[src/rtl/hazard_pkg.sv]
// Shared types for the pipeline hazard controller: forwarding selects,
// result-source encodings and memory-wait FSM states.
package hazard_pkg;

  // Operand source select for the E-stage ALU inputs
  typedef enum logic [1:0] {
    FWD_RF  = 2'b00,
    FWD_WB  = 2'b01,
    FWD_MEM = 2'b10
  } fwd_sel_t;

  // ResultSrc encodings carried down the pipeline
  localparam logic [1:0] RES_ALU = 2'b00;
  localparam logic [1:0] RES_MEM = 2'b01;
  localparam logic [1:0] RES_PC4 = 2'b10;

  // Memory-wait FSM states
  typedef enum logic {
    RUN      = 1'b0,
    MEM_WAIT = 1'b1
  } hz_state_t;

endpackage

[src/rtl/fwd_sel.sv]
// Per-operand forwarding compare: picks the youngest in-flight producer
// of the E-stage source register, M stage first, then W.
module fwd_sel
  import hazard_pkg::*;
#(
  parameter int REG_AW = 5
) (
  input  logic [REG_AW-1:0] rs_e,
  input  logic [REG_AW-1:0] rd_m,
  input  logic [REG_AW-1:0] rd_w,
  input  logic              reg_write_m,
  input  logic              reg_write_w,
  output logic [1:0]        fwd
);

  fwd_sel_t sel;

  // M beats W because it holds the more recent write to the same register; x0 never forwards
  always_comb begin
    sel = FWD_RF;
    if (reg_write_m && (rd_m != '0) && (rd_m == rs_e)) begin
      sel = FWD_MEM;
    end else if (reg_write_w && (rd_w != '0) && (rd_w == rs_e)) begin
      sel = FWD_WB;
    end
  end

  assign fwd = sel;

endmodule

[src/rtl/hazard_ctrl.sv]
// Pipeline hazard controller: forwarding selects, load-use stall, branch
// flush and a memory-wait FSM with watchdog for multicycle data memory.
// Optional build macro HAZARD_PERF_EN adds stall/flush event counters.
module hazard_ctrl
  import hazard_pkg::*;
#(
  parameter int REG_AW      = 5,
  parameter int MEM_TIMEOUT = 16
) (
  input  logic              clk,
  input  logic              rst_n,
  input  logic [REG_AW-1:0] Rs1D,
  input  logic [REG_AW-1:0] Rs2D,
  input  logic [REG_AW-1:0] Rs1E,
  input  logic [REG_AW-1:0] Rs2E,
  input  logic [REG_AW-1:0] RdE,
  input  logic [REG_AW-1:0] RdM,
  input  logic [REG_AW-1:0] RdW,
  input  logic [1:0]        ResultSrcE,
  input  logic [1:0]        ResultSrcM,
  input  logic              MemWriteM,
  input  logic              RegWriteM,
  input  logic              RegWriteW,
  input  logic              PCSrcE,
  input  logic              MemReadyM,
  output logic [1:0]        ForwardAE,
  output logic [1:0]        ForwardBE,
  output logic              StallF,
  output logic              StallD,
  output logic              StallE,
  output logic              StallM,
  output logic              FlushD,
  output logic              FlushE,
`ifdef HAZARD_PERF_EN
  output logic [31:0]       PerfStallCnt,
  output logic [31:0]       PerfFlushCnt,
`endif
  output logic              MemErr
);

  // Last counter value before the watchdog gives up on the access
  localparam logic [7:0] CNT_LAST = 8'(MEM_TIMEOUT - 1);

  hz_state_t   state_q, state_d;
  logic [7:0]  cnt_q, cnt_d;
  logic        mem_err_q, mem_err_d;

  logic [REG_AW-1:0] rs_e [2];
  logic [1:0]        fwd  [2];
  logic              lw_stall;
  logic              mem_acc;
  logic              mem_stall;

  assign rs_e[0] = Rs1E;
  assign rs_e[1] = Rs2E;

  genvar gi;
  generate
    for (gi = 0; gi < 2; gi++) begin : g_fwd
      fwd_sel #(.REG_AW(REG_AW)) u_fwd_sel (
        .rs_e        (rs_e[gi]),
        .rd_m        (RdM),
        .rd_w        (RdW),
        .reg_write_m (RegWriteM),
        .reg_write_w (RegWriteW),
        .fwd         (fwd[gi])
      );
    end
  endgenerate

  assign lw_stall = (ResultSrcE == RES_MEM) && (RdE != '0) &&
                    ((RdE == Rs1D) || (RdE == Rs2D));
  assign mem_acc  = MemWriteM || (ResultSrcM == RES_MEM);

  // Memory-wait FSM next state, watchdog counter and sticky error
  always_comb begin
    state_d   = state_q;
    cnt_d     = cnt_q;
    mem_err_d = mem_err_q;
    mem_stall = 1'b0;
    case (state_q)
      RUN: begin
        if (mem_acc && !MemReadyM) begin
          state_d   = MEM_WAIT;
          cnt_d     = 8'd1;
          mem_stall = 1'b1;
        end
      end
      MEM_WAIT: begin
        // Stall holds even on the completing cycle: data lands on the next edge
        mem_stall = 1'b1;
        if (MemReadyM) begin
          state_d = RUN;
          cnt_d   = 8'd0;
        end else if (cnt_q == CNT_LAST) begin
          state_d   = RUN;
          cnt_d     = 8'd0;
          mem_err_d = 1'b1;
        end else begin
          cnt_d = cnt_q + 8'd1;
        end
      end
      default: begin
        state_d = RUN;
        cnt_d   = 8'd0;
      end
    endcase
  end

  // Stall/flush/forward outputs; memory stall outranks branch flush, which outranks load-use
  always_comb begin
    ForwardAE = fwd[0];
    ForwardBE = fwd[1];
    StallF    = 1'b0;
    StallD    = 1'b0;
    StallE    = 1'b0;
    StallM    = 1'b0;
    FlushD    = 1'b0;
    FlushE    = 1'b0;
    if (!rst_n) begin
      ForwardAE = FWD_RF;
      ForwardBE = FWD_RF;
      FlushD    = 1'b1;
      FlushE    = 1'b1;
    end else if (mem_stall) begin
      // A branch resolved now stays in the held E stage and flushes once released
      StallF = 1'b1;
      StallD = 1'b1;
      StallE = 1'b1;
      StallM = 1'b1;
    end else begin
      StallF = lw_stall && !PCSrcE;
      StallD = lw_stall && !PCSrcE;
      FlushE = lw_stall || PCSrcE;
      FlushD = PCSrcE;
    end
  end

  // FSM state, watchdog counter and sticky error flag
  always_ff @(posedge clk) begin
    if (!rst_n) begin
      state_q   <= RUN;
      cnt_q     <= 8'd0;
      mem_err_q <= 1'b0;
    end else begin
      state_q   <= state_d;
      cnt_q     <= cnt_d;
      mem_err_q <= mem_err_d;
    end
  end

  assign MemErr = mem_err_q;

`ifdef HAZARD_PERF_EN
  logic [31:0] perf_stall_q, perf_stall_d;
  logic [31:0] perf_flush_q, perf_flush_d;

  // Event counters: StallF cycles and branch-caused E flushes, free-running wrap
  always_comb begin
    perf_stall_d = perf_stall_q;
    perf_flush_d = perf_flush_q;
    if (StallF) begin
      perf_stall_d = perf_stall_q + 32'd1;
    end
    if (!mem_stall && PCSrcE) begin
      perf_flush_d = perf_flush_q + 32'd1;
    end
  end

  // Counter registers
  always_ff @(posedge clk) begin
    if (!rst_n) begin
      perf_stall_q <= 32'd0;
      perf_flush_q <= 32'd0;
    end else begin
      perf_stall_q <= perf_stall_d;
      perf_flush_q <= perf_flush_d;
    end
  end

  assign PerfStallCnt = perf_stall_q;
  assign PerfFlushCnt = perf_flush_q;
`endif

endmodule

[config.mk]
export PLATFORM = sky130hd
export DESIGN_NAME = hazard_ctrl
export DESIGN_NICKNAME = d
export VERILOG_FILES = /design/src/rtl/hazard_pkg.sv /design/src/rtl/fwd_sel.sv /design/src/rtl/hazard_ctrl.sv
export SDC_FILE = /design/constraint.sdc
export NUM_CORES = 1
export LEC_CHECK = 0
export BUFFER_PORTS_ARGS = -buffer_cell sky130_fd_sc_hd__buf_4
export CORE_ASPECT_RATIO = 1.1
export CORE_UTILIZATION = 48
export CTS_CLUSTER_SIZE = 24
export DETAILED_ROUTE_END_ITERATION = 8
export PLACE_DENSITY = 0.92
export SLEW_MARGIN = 20
export SYNTH_ARGS = -nofsm -noshare
export SYNTH_HDL_FRONTEND = slang
export SYNTH_HIERARCHICAL = 1
export SYNTH_SLANG_ARGS = --single-unit
[constraint.sdc]
create_clock -name clk -period 2.85 [get_ports clk]
set_input_delay 0 -clock clk [delete_from_list [all_inputs] [get_ports clk]]
set_output_delay 0 -clock clk [all_outputs]
set_load 0.005 [all_outputs]
Word-level counts from Yosys, hierarchy flattened
Index checks and enable logic that the tools add are counted.
- register bits: 10
- output and inout bits: 11
- word-level logic and storage cells: 58
- add/sub/neg operators: 1
- eq/ne operators: 10
- muxes and demuxes: 23
- bitwise logic cells: 2
- reduce and logical (&&, ||, !) cells: 19
- operators with widths (operator ; count):
    $eq A5 B5 Y1 ; 6
    $mux W8 ; 3
    $pmux W8 S2 ; 1
    $reduce_bool A5 Y1 ; 3
    $mux W1 ; 13
    $logic_and A1 B1 Y1 ; 10
    $add A8 B1 Y8 const B ; 1
    $eq A8 B4 Y1 const B ; 1
    $mux W2 ; 4
    $eq A2 B1 Y1 const B ; 2
    $pmux W1 S2 ; 2
    $logic_or A1 B1 Y1 ; 3
    $reduce_and A3 Y1 ; 1
    $logic_not A1 Y1 ; 2
    $ne A2 B2 Y1 const B ; 1
    $not A1 Y1 ; 2

Longest topological paths before layout
Gate-level depths: netlist (run 1).
- depth in word-level cells: 7
- mapped depth: 6
- mapped depth without buffers: 5

By module
The synthesis (run 1) kept the hierarchy.
- modules (own cells, without submodules) (module ; instances ; cells an instance ; area an instance (um^2) ; seq. area each (um^2)):
    hazard_ctrl ; 1 ; 86 ; 732.0 ; 200.2
    fwd_sel ; 2 ; 20 ; 151.4 ; 0.0

Worst setup path before layout (run 1)
OpenSTA, ideal clock, no wires.
- path type: flip-flop to flip-flop
- start: reg cnt_q[0]
- end: reg cnt_q[3]
- library setup time: 0.115 ns
- arrival: 1.207 ns
- required time: 2.735 ns
- path slack: 1.528 ns
- stages on the path, launching flop included: 6
- cells stage by stage: dfxtp_1 > ha_1 > and4_1 > nor2_1 > o21ai_2 > o21ba_2
- longest elaborated chain between the ends: 4
- elaborated cells on any way between the ends: 5
- RTL lines (element ; line ; source):
    from (decl) ; hazard_ctrl.sv:45 ; logic [7:0] cnt_q, cnt_d;
    from (signal assigned) ; hazard_ctrl.sv:147 ; cnt_q <= cnt_d;
    $add A8 B1 Y8 or $eq A8 B4 Y1 (tied branches) ; hazard_ctrl.sv:100, hazard_ctrl.sv:95 ;
    $mux W8 (*) ; hazard_ctrl.sv:95 ; end else if (cnt_q == CNT_LAST) begin
    $mux W8 (*) ; hazard_ctrl.sv:92 ; if (MemReadyM) begin
    $pmux W8 S2 (*) ; hazard_ctrl.sv:81 ; case (state_q)
Every way passes the cells marked *; elsewhere a longest branch is shown, timed or not.
A chain may end at the register's enable or synchronous reset.

Worst setup path in the final report (run 1)
Same ends and word-level chain as after synthesis.

==> implementation parameters, run 1 <==
Parameter                              Value

Route
  Via count ... between 1000 and 1500
  First-pass detailed-route iteration total ... 6
  Wire length per cell after detailed routing ... about 14 um
  Number of violations reported at the end of detailed-routing iteration 0 ... 23
  Via density per instance ... ~5.5
  Final Routed Wirelength ... just over 3000 um
  Antenna-violating nets left ... 0
  Total DRC errors in the routed layout ... 0

Synthesis
  Post-synthesis async set-or-reset flop share ... 0%
  YS warnings ... 6
  Share of the yosys chip area belonging to registers ... between 15 and 20%
  List of most frequent post-synthesis cells ... sky130_fd_sc_hd__xnor2_1, sky130_fd_sc_hd__xor2_1, sky130_fd_sc_hd__dfxtp_1
  Avg Cell Area, Syn ... between 8 and 9 sq um
  Most common cell in the netlist ... sky130_fd_sc_hd__xnor2_1
  Synthesized netlist cell count ... 126
  Top flip-flop cell by instance count after synthesis ... sky130_fd_sc_hd__dfxtp_1
  Largest cells by area after synthesis ... sky130_fd_sc_hd__dfxtp_1, sky130_fd_sc_hd__xnor2_1, sky130_fd_sc_hd__xor2_1
  Cell Area, Synth ... a little over 0.001 sq mm
  Number of nets produced by synthesis ... 173
  Number of enable flip-flop cells after synthesis ... 0
  Flops & latches, synth ... 10
  Area fraction of the dominant cell type after synthesis ... just under 20%
  Cell taking the most area after synthesis ... sky130_fd_sc_hd__dfxtp_1
  Unique masters post-synth ... 40

Placement
  Number of buffers inserted by port buffering ... 56
  Placement-stage worst setup slack ... 1.35 ns
  Placed wire-length estimate after detailed placement ... 2560 um
  Global placer's final weighted congestion ... about 0.86

Floorplan
  IO Count ... 57
  Width of the die ... around 46 um
  Number of placement rows ... 17
  Effective utilization at floorplan ... between 50% and 60%
  Placeable core area ... between 0.002 and 0.0025 sq mm
  Vertical extent of the die ... just over 50 um
  Die area ... roughly 0.0023 sq mm

Power
  Total power divided by cell area ... 292 mW/mm^2
  Worst vdd rail ir drop ... about 0.22 mV
  Pwr Total ... 0.438 mW
  Leakage power total ... 0.614 nW

Clock tree
  Clock tree from TritonCTS ... yes
  PostCTS Resize Cnt ... 0
  Sink Count ... 10
  Clock slew seen by the registers of the worst setup and hold paths ... about 0.070 ns
  Cell chosen for the clock root ... sky130_fd_sc_hd__clkbuf_4
  Setup repair bufs after CTS ... 0
  Max Buffers Root-to-Sink ... 2
  Clock buffers created by TritonCTS ... 3
  H-tree level count ... 1
  CTS Hold Buffers Added ... 0
  Insertion delay of the later-clocked pin in the worst-skew pair ... around 0.27 ns

STA
  Actual slew at the worst max-slew pin ... between 0.3 and 0.4 ns
  Setup-violating endpoint count in the final report ... 0
  Final critical path time including I/O delays and setup ... 1.52 ns
  Worst clock skew ... approximately 0.0028 ns
  Max-slew headroom at the worst pin ... approximately 78%
  Unrepaired setup endpoints after global routing ... no
  Final-report max-slew violation count ... 0
  Setup TNS ... 0 ns
  Max Fclk ... 0.660 GHz
  Portion of the clock cycle consumed by the worst path in the final layout ... 53.2%
  Final hold violations ... 0
  Worst-case setup margin in the final layout ... between 1 and 1.5 ns

Global routing
  Remaining global-route overflow ... 0
  Pin count of the biggest net entering global routing ... 13
  Vias in the first global route ... approximately 1200
  Global-route wire length before repair ... 4840 um
  Initial antenna violation count ... 0
  Combined global-route utilization of all metal layers ... around 28%

Final layout
  Number of filler cells placed in the layout ... around 160
  Share of final-layout standard cells stronger than drive strength 1 ... between 40 and 50%
  Total Nets Final ... 230
  Post-Route Utilization ... approximately three quarters
  Area Growth Syn to Fin ... 45.2%
  Antenna diode count ... 0

Setup path
  Worst setup path class ... flop to flop
  Critical register-to-register path startpoint ... cnt_q[0]$_SDFFE_PN0N_
  Setup crit end kind ... flop
  Launching element type of the critical path ... flop
  Startpoint of the worst setup timing path ... cnt_q[0]$_SDFFE_PN0N_
  Required @ worst endpoint ... between 3 and 4 ns
  Critical-path maximum fanout ... 5
  Data arrival, critical path ... between 1.5 and 2 ns

Job
  Max-cap violations ... 0

Worst hold path
  Tightest Hold Check Type ... input pin to flop
  Worst hold path startpoint ... rst_n

Status
  Result of the run ... finished, final reports clean
-- critical path: stages, from the launching register on --
cell and delay [ns]:
sky130_fd_sc_hd__dfxtp_1 0.39, sky130_fd_sc_hd__ha_1 0.25, sky130_fd_sc_hd__and4_1 0.27, sky130_fd_sc_hd__nor2_1 0.08, sky130_fd_sc_hd__o21ai_2 0.23, sky130_fd_sc_hd__o21ba_2 0.20
-- sequential cells by signal, indices dropped and copies added (netlist names) --
signal	flops
cnt_q	8
MemErr	1
state_q	1
-- area by class of cell --
cell class / instances / area (sq um) / area share, %
Sequential cell: 10 / 200 / 13.3
Clock buffer: 4 / 36.3 / 2.41
Multi-Input combinational cell: 111 / 807 / 53.7
Timing Repair Buffer: 56 / 420 / 28.0
Tap cell: 28 / 35.0 / 2.33
Inverter: 1 / 3.75 / 0.250
-- through the flow --
stage,area (sq um),hold slack [ns],std cells
finish,1500,0.0194,210
global route,1500,0.00770,210
CTS,1500,0.0159,210
detailed placement,1470,0.305,206
global placement,1470,0.302,206
floorplan,1030,0.124,126
-- cells by family (layout without fill, tap and decap cells) --
| kind of cell | Yosys count | in the layout | share of synthesized area [%] |
|---|---|---|---|
| AND/OR/NAND/NOR | 56 | 56 | 31.8 |
| XOR/XNOR | 29 | 29 | 24.5 |
| AO/OA/AOI/OAI | 25 | 25 | 20.4 |
| flip-flops | 10 | 10 | 19.3 |
| buffers and inverters | 5 | 61 | 2.66 |
| adder cells (fa/ha/maj) | 1 | 1 | 1.21 |
-- power by group --
part | internal (mW) | switching (mW)
combinational | 0.0886 | 0.0719
sequential | 0.142 | 0.00426
clock | 0.0778 | 0.0533
-- cells in the final DEF (no fill, tap or decap), types with 2 or more instances in the layout --
master and instances:
sky130_fd_sc_hd__a211oi_2 2, sky130_fd_sc_hd__a21oi_1 5, sky130_fd_sc_hd__and2_1 5, sky130_fd_sc_hd__buf_4 56, sky130_fd_sc_hd__clkbuf_4 3, sky130_fd_sc_hd__dfxtp_1 10
sky130_fd_sc_hd__nand2_1 6, sky130_fd_sc_hd__nand3_1 8, sky130_fd_sc_hd__nor2_1 8, sky130_fd_sc_hd__nor2b_1 6, sky130_fd_sc_hd__nor3_1 8, sky130_fd_sc_hd__nor3_2 2
sky130_fd_sc_hd__nor3b_1 2, sky130_fd_sc_hd__nor4_1 3, sky130_fd_sc_hd__o21a_1 2, sky130_fd_sc_hd__o21ai_0 4, sky130_fd_sc_hd__o41ai_2 2, sky130_fd_sc_hd__xnor2_1 18
sky130_fd_sc_hd__xor2_1 11
-- final timing paths --
kind | to | slack (ns) | cells past startpoint
worst min register to register | MemErr$_SDFFE_PN0P_ | 0.50 | 2
worst min-delay path | state_q$_SDFF_PN0_ | 0.02 | 2
worst max register to register | cnt_q[3]$_SDFFE_PN0N_ | 1.33 | 5
worst max-delay path | cnt_q[3]$_SDFFE_PN0N_ | 1.33 | 5
-- layer usage --
layer	global-route usage, %	vias up	part of all wire, %
met5	0	-	0
met4	16.2	0	3.7
met3	4.32	12	5.0
met2	54.7	65	57
met1	25.1	529	34
li1	-	556	-
(Power assumes the default switching activity.)
==> run 2, diff against run 1 <==
--- a/config.mk
+++ b/config.mk
@@ -7,10 +7,10 @@
 export LEC_CHECK = 0
 export BUFFER_PORTS_ARGS = -buffer_cell sky130_fd_sc_hd__buf_4
 export CORE_ASPECT_RATIO = 1.1
-export CORE_UTILIZATION = 48
+export CORE_UTILIZATION = 44
 export CTS_CLUSTER_SIZE = 24
 export DETAILED_ROUTE_END_ITERATION = 8
-export PLACE_DENSITY = 0.92
+export PLACE_DENSITY = 0.86
 export SLEW_MARGIN = 20
 export SYNTH_ARGS = -nofsm -noshare
 export SYNTH_HDL_FRONTEND = slang
==> constraint.sdc (replaced) <==
create_clock -name clk -period 1.6 [get_ports clk]
set_input_delay 0 -clock clk [delete_from_list [all_inputs] [get_ports clk]]
set_output_delay 0 -clock clk [all_outputs]
set_load 0.005 [all_outputs]
==> run 2 against run 1 <==
Against the previous run: total power rose by 62%; wire length down 11%; sequential power is 79% higher; via count is 5.5% lower; flip-flop and latch count unchanged; largest cell class unchanged; highest routed layer unchanged.
==> implementation parameters, run 2 (same netlist as run 1, synthesis figures left out) <==
Parameter                              Value

Final layout
  Post-Route Utilization ... 66.9%
  Commonest non-fill, non-tap cell in the layout ... sky130_fd_sc_hd__buf_4
  Share of final-layout standard cells stronger than drive strength 1 ... 40.3%
  Total Nets Final ... 230
  Number of flip-flops in the largest register ... 8
  Area Growth Syn to Fin ... 44.1%
  Largest register by flop count ... cnt_q
  Antenna diode count ... 0
  Most frequent cells in the layout ... sky130_fd_sc_hd__buf_4, sky130_fd_sc_hd__xnor2_1, sky130_fd_sc_hd__xor2_1
  Number of filler cells placed in the layout ... around 180

Global routing
  Global-route wire length before repair ... approximately 4300 um
  Vias in the first global route ... between 1000 and 1500
  Combined global-route utilization of all metal layers ... a little under a quarter
  Pin count of the biggest net entering global routing ... 13
  Initial antenna violation count ... 0
  Remaining global-route overflow ... 0

Clock tree
  Max Buffers Root-to-Sink ... 2
  CTS Hold Buffers Added ... 0
  Sink Count ... 10
  PostCTS Resize Cnt ... 0
  Clock buffers created by TritonCTS ... 3
  Insertion delay of the later-clocked pin in the worst-skew pair ... approximately 0.26 ns
  H-tree level count ... 1
  Setup repair bufs after CTS ... 0
  Clock slew seen by the registers of the worst setup and hold paths ... 0.06 ns
  Clock tree from TritonCTS ... yes
  Cell chosen for the clock root ... sky130_fd_sc_hd__clkbuf_4

Setup path
  Launching element type of the critical path ... flop
  Number of cells on the worst reg-to-reg path ... 5
  Required @ worst endpoint ... ~1.8 ns
  Worst r2r dst ... cnt_q[3]$_SDFFE_PN0N_
  Setup crit end kind ... flop
  Data arrival, critical path ... 1.64 ns
  Critical-path maximum fanout ... 5
  R2R Setup Slk ... approximately 0.11 ns
  Critical register-to-register path startpoint ... cnt_q[0]$_SDFFE_PN0N_
  Startpoint of the worst setup timing path ... cnt_q[0]$_SDFFE_PN0N_
  Worst setup path class ... flop to flop
  Last element of the critical path ... cnt_q[3]$_SDFFE_PN0N_

Status
  Result of the run ... finished, final reports clean

Route
  Via count ... between 1000 and 1500
  Antenna-violating nets left ... 0
  Wire length per cell after detailed routing ... between 10 and 15 um
  First-pass detailed-route iteration total ... 4
  Number of violations reported at the end of detailed-routing iteration 0 ... 14
  Total DRC errors in the routed layout ... 0
  Via density per instance ... 5.20
  Final Routed Wirelength ... ~2700 um

STA
  Setup-violating endpoint count in the final report ... 0
  Final-report max-slew violation count ... 0
  Final critical path time including I/O delays and setup ... approximately 1.5 ns
  Worst clock skew ... between 0.004 and 0.005 ns
  Portion of the clock cycle consumed by the worst path in the final layout ... between 90 and 100%
  Max-slew headroom at the worst pin ... between 70% and 80%
  Actual slew at the worst max-slew pin ... 0.332 ns
  Final hold violations ... 0
  Max Fclk ... a little under 0.7 GHz
  Setup TNS ... 0 ns
  Unrepaired setup endpoints after global routing ... no

Job
  Max-cap violations ... 0

Power
  Leakage power total ... roughly 0.61 nW
  Worst vdd rail ir drop ... around 0.32 mV
  Total power divided by cell area ... 475 mW/mm^2

Floorplan
  Placeable core area ... about 0.0022 sq mm
  Vertical extent of the die ... between 50 and 60 um
  Effective utilization at floorplan ... a little under half
  Width of the die ... 48.2 um
  IO Count ... between 50 and 60
  Number of placement rows ... 18
  Die area ... around 0.0025 sq mm

Worst hold path
  Tightest Hold Check Type ... input pin to flop

Placement
  Number of buffers inserted by port buffering ... 56
  Global placer's final weighted congestion ... approximately 0.84
  Placed wire-length estimate after detailed placement ... ~2300 um
[run 2: changes by cell type in the layout (fill, tap and decap cells not counted), sizes merged]
cell / previous run / this run
clkbuf: 4 / 3
[run 2: layout make-up]
type                            count  area (sq um)  area share, %
Tap cell                           30          37.5           2.52
Inverter                            1          3.75          0.252
Timing Repair Buffer               56           420           28.2
Multi-Input combinational cell    111           807           54.1
Sequential cell                    10           200           13.4
Clock buffer                        3          22.5           1.51
[run 2: worst min-delay path by stage]
stage / from / end / cells past startpoint
floorplan: PCSrcE / FlushD / 1
global placement: PCSrcE / FlushD / 3
detailed placement: PCSrcE / FlushD / 3
CTS: rst_n / state_q$_SDFF_PN0_ / 2
global route: rst_n / state_q$_SDFF_PN0_ / 2
finish: rst_n / state_q$_SDFF_PN0_ / 2
[run 2: metrics by stage]
step	cell area (sq um)	worst slack, ns	hold WS, ns	power, mW	std cells
floorplan	1030	0.278	0.124	0.394	126
global placement	1470	0.176	0.307	0.535	208
detailed placement	1470	0.136	0.314	0.546	208
CTS	1490	0.118	0.0456	0.708	211
global route	1490	0.00159	0.0566	0.744	211
finish	1490	0.114	0.0415	0.708	211
[run 2: report_power, final]
part           internal (mW)  leakage (nW)  switching [mW]
combinational          0.158         0.512           0.122
clock                 0.0867        0.0138          0.0813
sequential             0.254        0.0810         0.00725
[run 2: metal layers]
layer	global-route usage, %	part of all wire [%]
met3	2.05	3.7
met4	7.87	1.3
met5	0	0
met2	46.0	57
met1	23.3	38
[run 2: worst max-delay path, stage by stage, from the launching register on]
cell and delay, ns:
sky130_fd_sc_hd__dfxtp_1 0.37, sky130_fd_sc_hd__ha_1 0.25, sky130_fd_sc_hd__and4_1 0.26, sky130_fd_sc_hd__nor2_1 0.07, sky130_fd_sc_hd__o21ai_2 0.22, sky130_fd_sc_hd__o21ba_2 0.20
==> run 3, diff against run 2 <==
--- a/config.mk
+++ b/config.mk
@@ -7,10 +7,11 @@
 export LEC_CHECK = 0
 export BUFFER_PORTS_ARGS = -buffer_cell sky130_fd_sc_hd__buf_4
 export CORE_ASPECT_RATIO = 1.1
-export CORE_UTILIZATION = 44
+export CORE_UTILIZATION = 46
+export CTS_BUF_LIST = sky130_fd_sc_hd__clkbuf_4 sky130_fd_sc_hd__clkbuf_8
 export CTS_CLUSTER_SIZE = 24
 export DETAILED_ROUTE_END_ITERATION = 8
-export PLACE_DENSITY = 0.86
+export PLACE_DENSITY = 0.89
 export SLEW_MARGIN = 20
 export SYNTH_ARGS = -nofsm -noshare
 export SYNTH_HDL_FRONTEND = slang
==> run 3 against run 2 <==
Against the previous run: combinational power is essentially flat; flip-flop and latch count is the same; design area grew 1.3%; critical endpoint is now StallF; clock power grew 42%; total power grew 9.9%; die area shrank 4.2%; highest routed layer unchanged.
==> implementation parameters, run 3 (same netlist as run 1, synthesis figures left out) <==
Parameter                              Value

Worst hold path
  Tightest Hold Check Type ... input pin to flop

Final layout
  Number of filler cells placed in the layout ... between 150 and 200
  Largest register by flop count ... cnt_q
  Commonest non-fill, non-tap cell in the layout ... sky130_fd_sc_hd__buf_4
  Post-Route Utilization ... about three quarters
  Share of final-layout standard cells stronger than drive strength 1 ... slightly above 40%
  Final Cell Area ... 0.00151 sq mm
  Number of flip-flops in the largest register ... 8
  Area Growth Syn to Fin ... 45.9%
  Most frequent cells in the layout ... sky130_fd_sc_hd__buf_4, sky130_fd_sc_hd__xnor2_1, sky130_fd_sc_hd__xor2_1
  Antenna diode count ... 0
  Total Nets Final ... about 230

Power
  Worst vdd rail ir drop ... 0.289 mV
  Leakage power total ... ~0.62 nW
  Total power divided by cell area ... between 500 and 600 mW/mm^2

STA
  Final Hold Slack ... roughly 0.036 ns
  Final critical path time including I/O delays and setup ... approximately 1.5 ns
  Actual slew at the worst max-slew pin ... approximately 0.32 ns
  Worst-case setup margin in the final layout ... 0.106 ns
  Worst clock skew ... roughly 0.0026 ns
  Portion of the clock cycle consumed by the worst path in the final layout ... 93.4%
  Setup TNS ... 0 ns
  Final hold violations ... 0
  Max Fclk ... approximately 0.67 GHz
  Final-report max-slew violation count ... 0
  Max-slew headroom at the worst pin ... around 79%
  Setup-violating endpoint count in the final report ... 0
  Unrepaired setup endpoints after global routing ... no

Setup path
  Setup crit end kind ... primary output
  Critical path's slowest cell ... sky130_fd_sc_hd__dfxtp_1
  Worst setup path class ... flop to primary output
  Number of buffers and inverters on the critical path ... 1
  Critical-path maximum fanout ... 9
  Family with the most delay on the worst path ... flip-flops
  Data arrival, critical path ... ~1.5 ns
  Launching element type of the critical path ... flop
  Critical path, cell by cell ... nor2_4, a21bo_2, a21oi_1, buf_4
  Critical path's largest stage delay ... about 0.51 ns
  Required @ worst endpoint ... about 1.6 ns

Placement
  Number of buffers inserted by port buffering ... 56
  Area after DPL ... between 0.001 and 0.0015 sq mm
  Placement-stage worst setup slack ... 0.0857 ns
  Placed wire-length estimate after detailed placement ... ~2200 um
  Global placer's final weighted congestion ... around 0.86

Route
  Via count ... approximately 1100
  Wire length per cell after detailed routing ... around 12 um
  Via density per instance ... 5.23
  Number of violations reported at the end of detailed-routing iteration 0 ... 19
  First-pass detailed-route iteration total ... 4
  Final Routed Wirelength ... 2600 um
  Antenna-violating nets left ... 0
  Total DRC errors in the routed layout ... 0

Floorplan
  Effective utilization at floorplan ... roughly half
  Vertical extent of the die ... about 52 um
  IO Count ... 57
  Placeable core area ... a little over 0.002 sq mm
  Width of the die ... ~47 um
  Die area ... about 0.0024 sq mm
  Number of placement rows ... 17

Job
  Max-cap violations ... 0

Global routing
  Combined global-route utilization of all metal layers ... between 20% and 30%
  Vias in the first global route ... 1087
  Global-route wire length before repair ... 4420 um
  Initial antenna violation count ... 0
  Remaining global-route overflow ... 0
  Pin count of the biggest net entering global routing ... 13

Clock tree
  Clock tree from TritonCTS ... yes
  Clock slew seen by the registers of the worst setup and hold paths ... roughly 0.07 ns
  Clock buffers created by TritonCTS ... 3
  Cell chosen for the clock root ... sky130_fd_sc_hd__clkbuf_4
  H-tree level count ... 1
  Sink Count ... 10
  Insertion delay of the later-clocked pin in the worst-skew pair ... 0.27 ns
  Max Buffers Root-to-Sink ... 2

Status
  Result of the run ... finished, final reports clean
## run 3: report_power, final
group,internal [mW],switching (mW)
combinational,0.160,0.120
clock,0.138,0.0994
sequential,0.253,0.00698
total,0.552,0.227
## run 3: worst register-to-register path, delay by kind of cell (launching register included)
family | cells | cell delay (ns)
buffers and inverters | 1 | 0.15
AO/OA/AOI/OAI | 1 | 0.14
AND/OR/NAND/NOR | 4 | 0.70
flip-flops | 1 | 0.34
## run 3: area by class of cell
class / instances / area (sq um) / area share, %
inverter: 1 / 3.75 / 0.249
sequential: 10 / 200 / 13.3
timing repair buffer: 57 / 428 / 28.3
clock buffer: 4 / 36.3 / 2.40
tap: 28 / 35.0 / 2.32
multi-input combinational: 111 / 807 / 53.4
## run 3: routing by layer
metal	global-route usage, %	routed length [um]	vias up
li1	-	-	560
met3	3.47	117	7
met2	43.2	1360	34
met4	11.0	55	0
met1	28.9	1070	502
met5	0	0	-
## run 3: path summary, 6_finish.rpt
| kind | start | end | slack, ns | cells after the start |
|---|---|---|---|---|
| hold reg to reg | cnt_q[6]$_SDFFE_PN0N_ | cnt_q[6]$_SDFFE_PN0N_ | 0.51 | 2 |
| hold / removal | rst_n | state_q$_SDFF_PN0_ | 0.04 | 2 |
| setup / recovery | state_q$_SDFF_PN0_ | StallF | 0.11 | 4 |
| setup reg to reg | cnt_q[5]$_SDFFE_PN0N_ | cnt_q[7]$_SDFFE_PN0N_ | 0.18 | 6 |
## run 3: what timing repair did
action	in CTS	in global routing
setup endpoints to repair	0	1
resized for setup	0	0
buffers inserted	0	1
hold buffers	0	0
## run 3: through the flow
step | std cells | power [mW]
global placement | 206 | 0.537
floorplan | 126 | 0.394
global route | 211 | 0.826
CTS | 210 | 0.781
detailed placement | 206 | 0.545
finish | 211 | 0.779
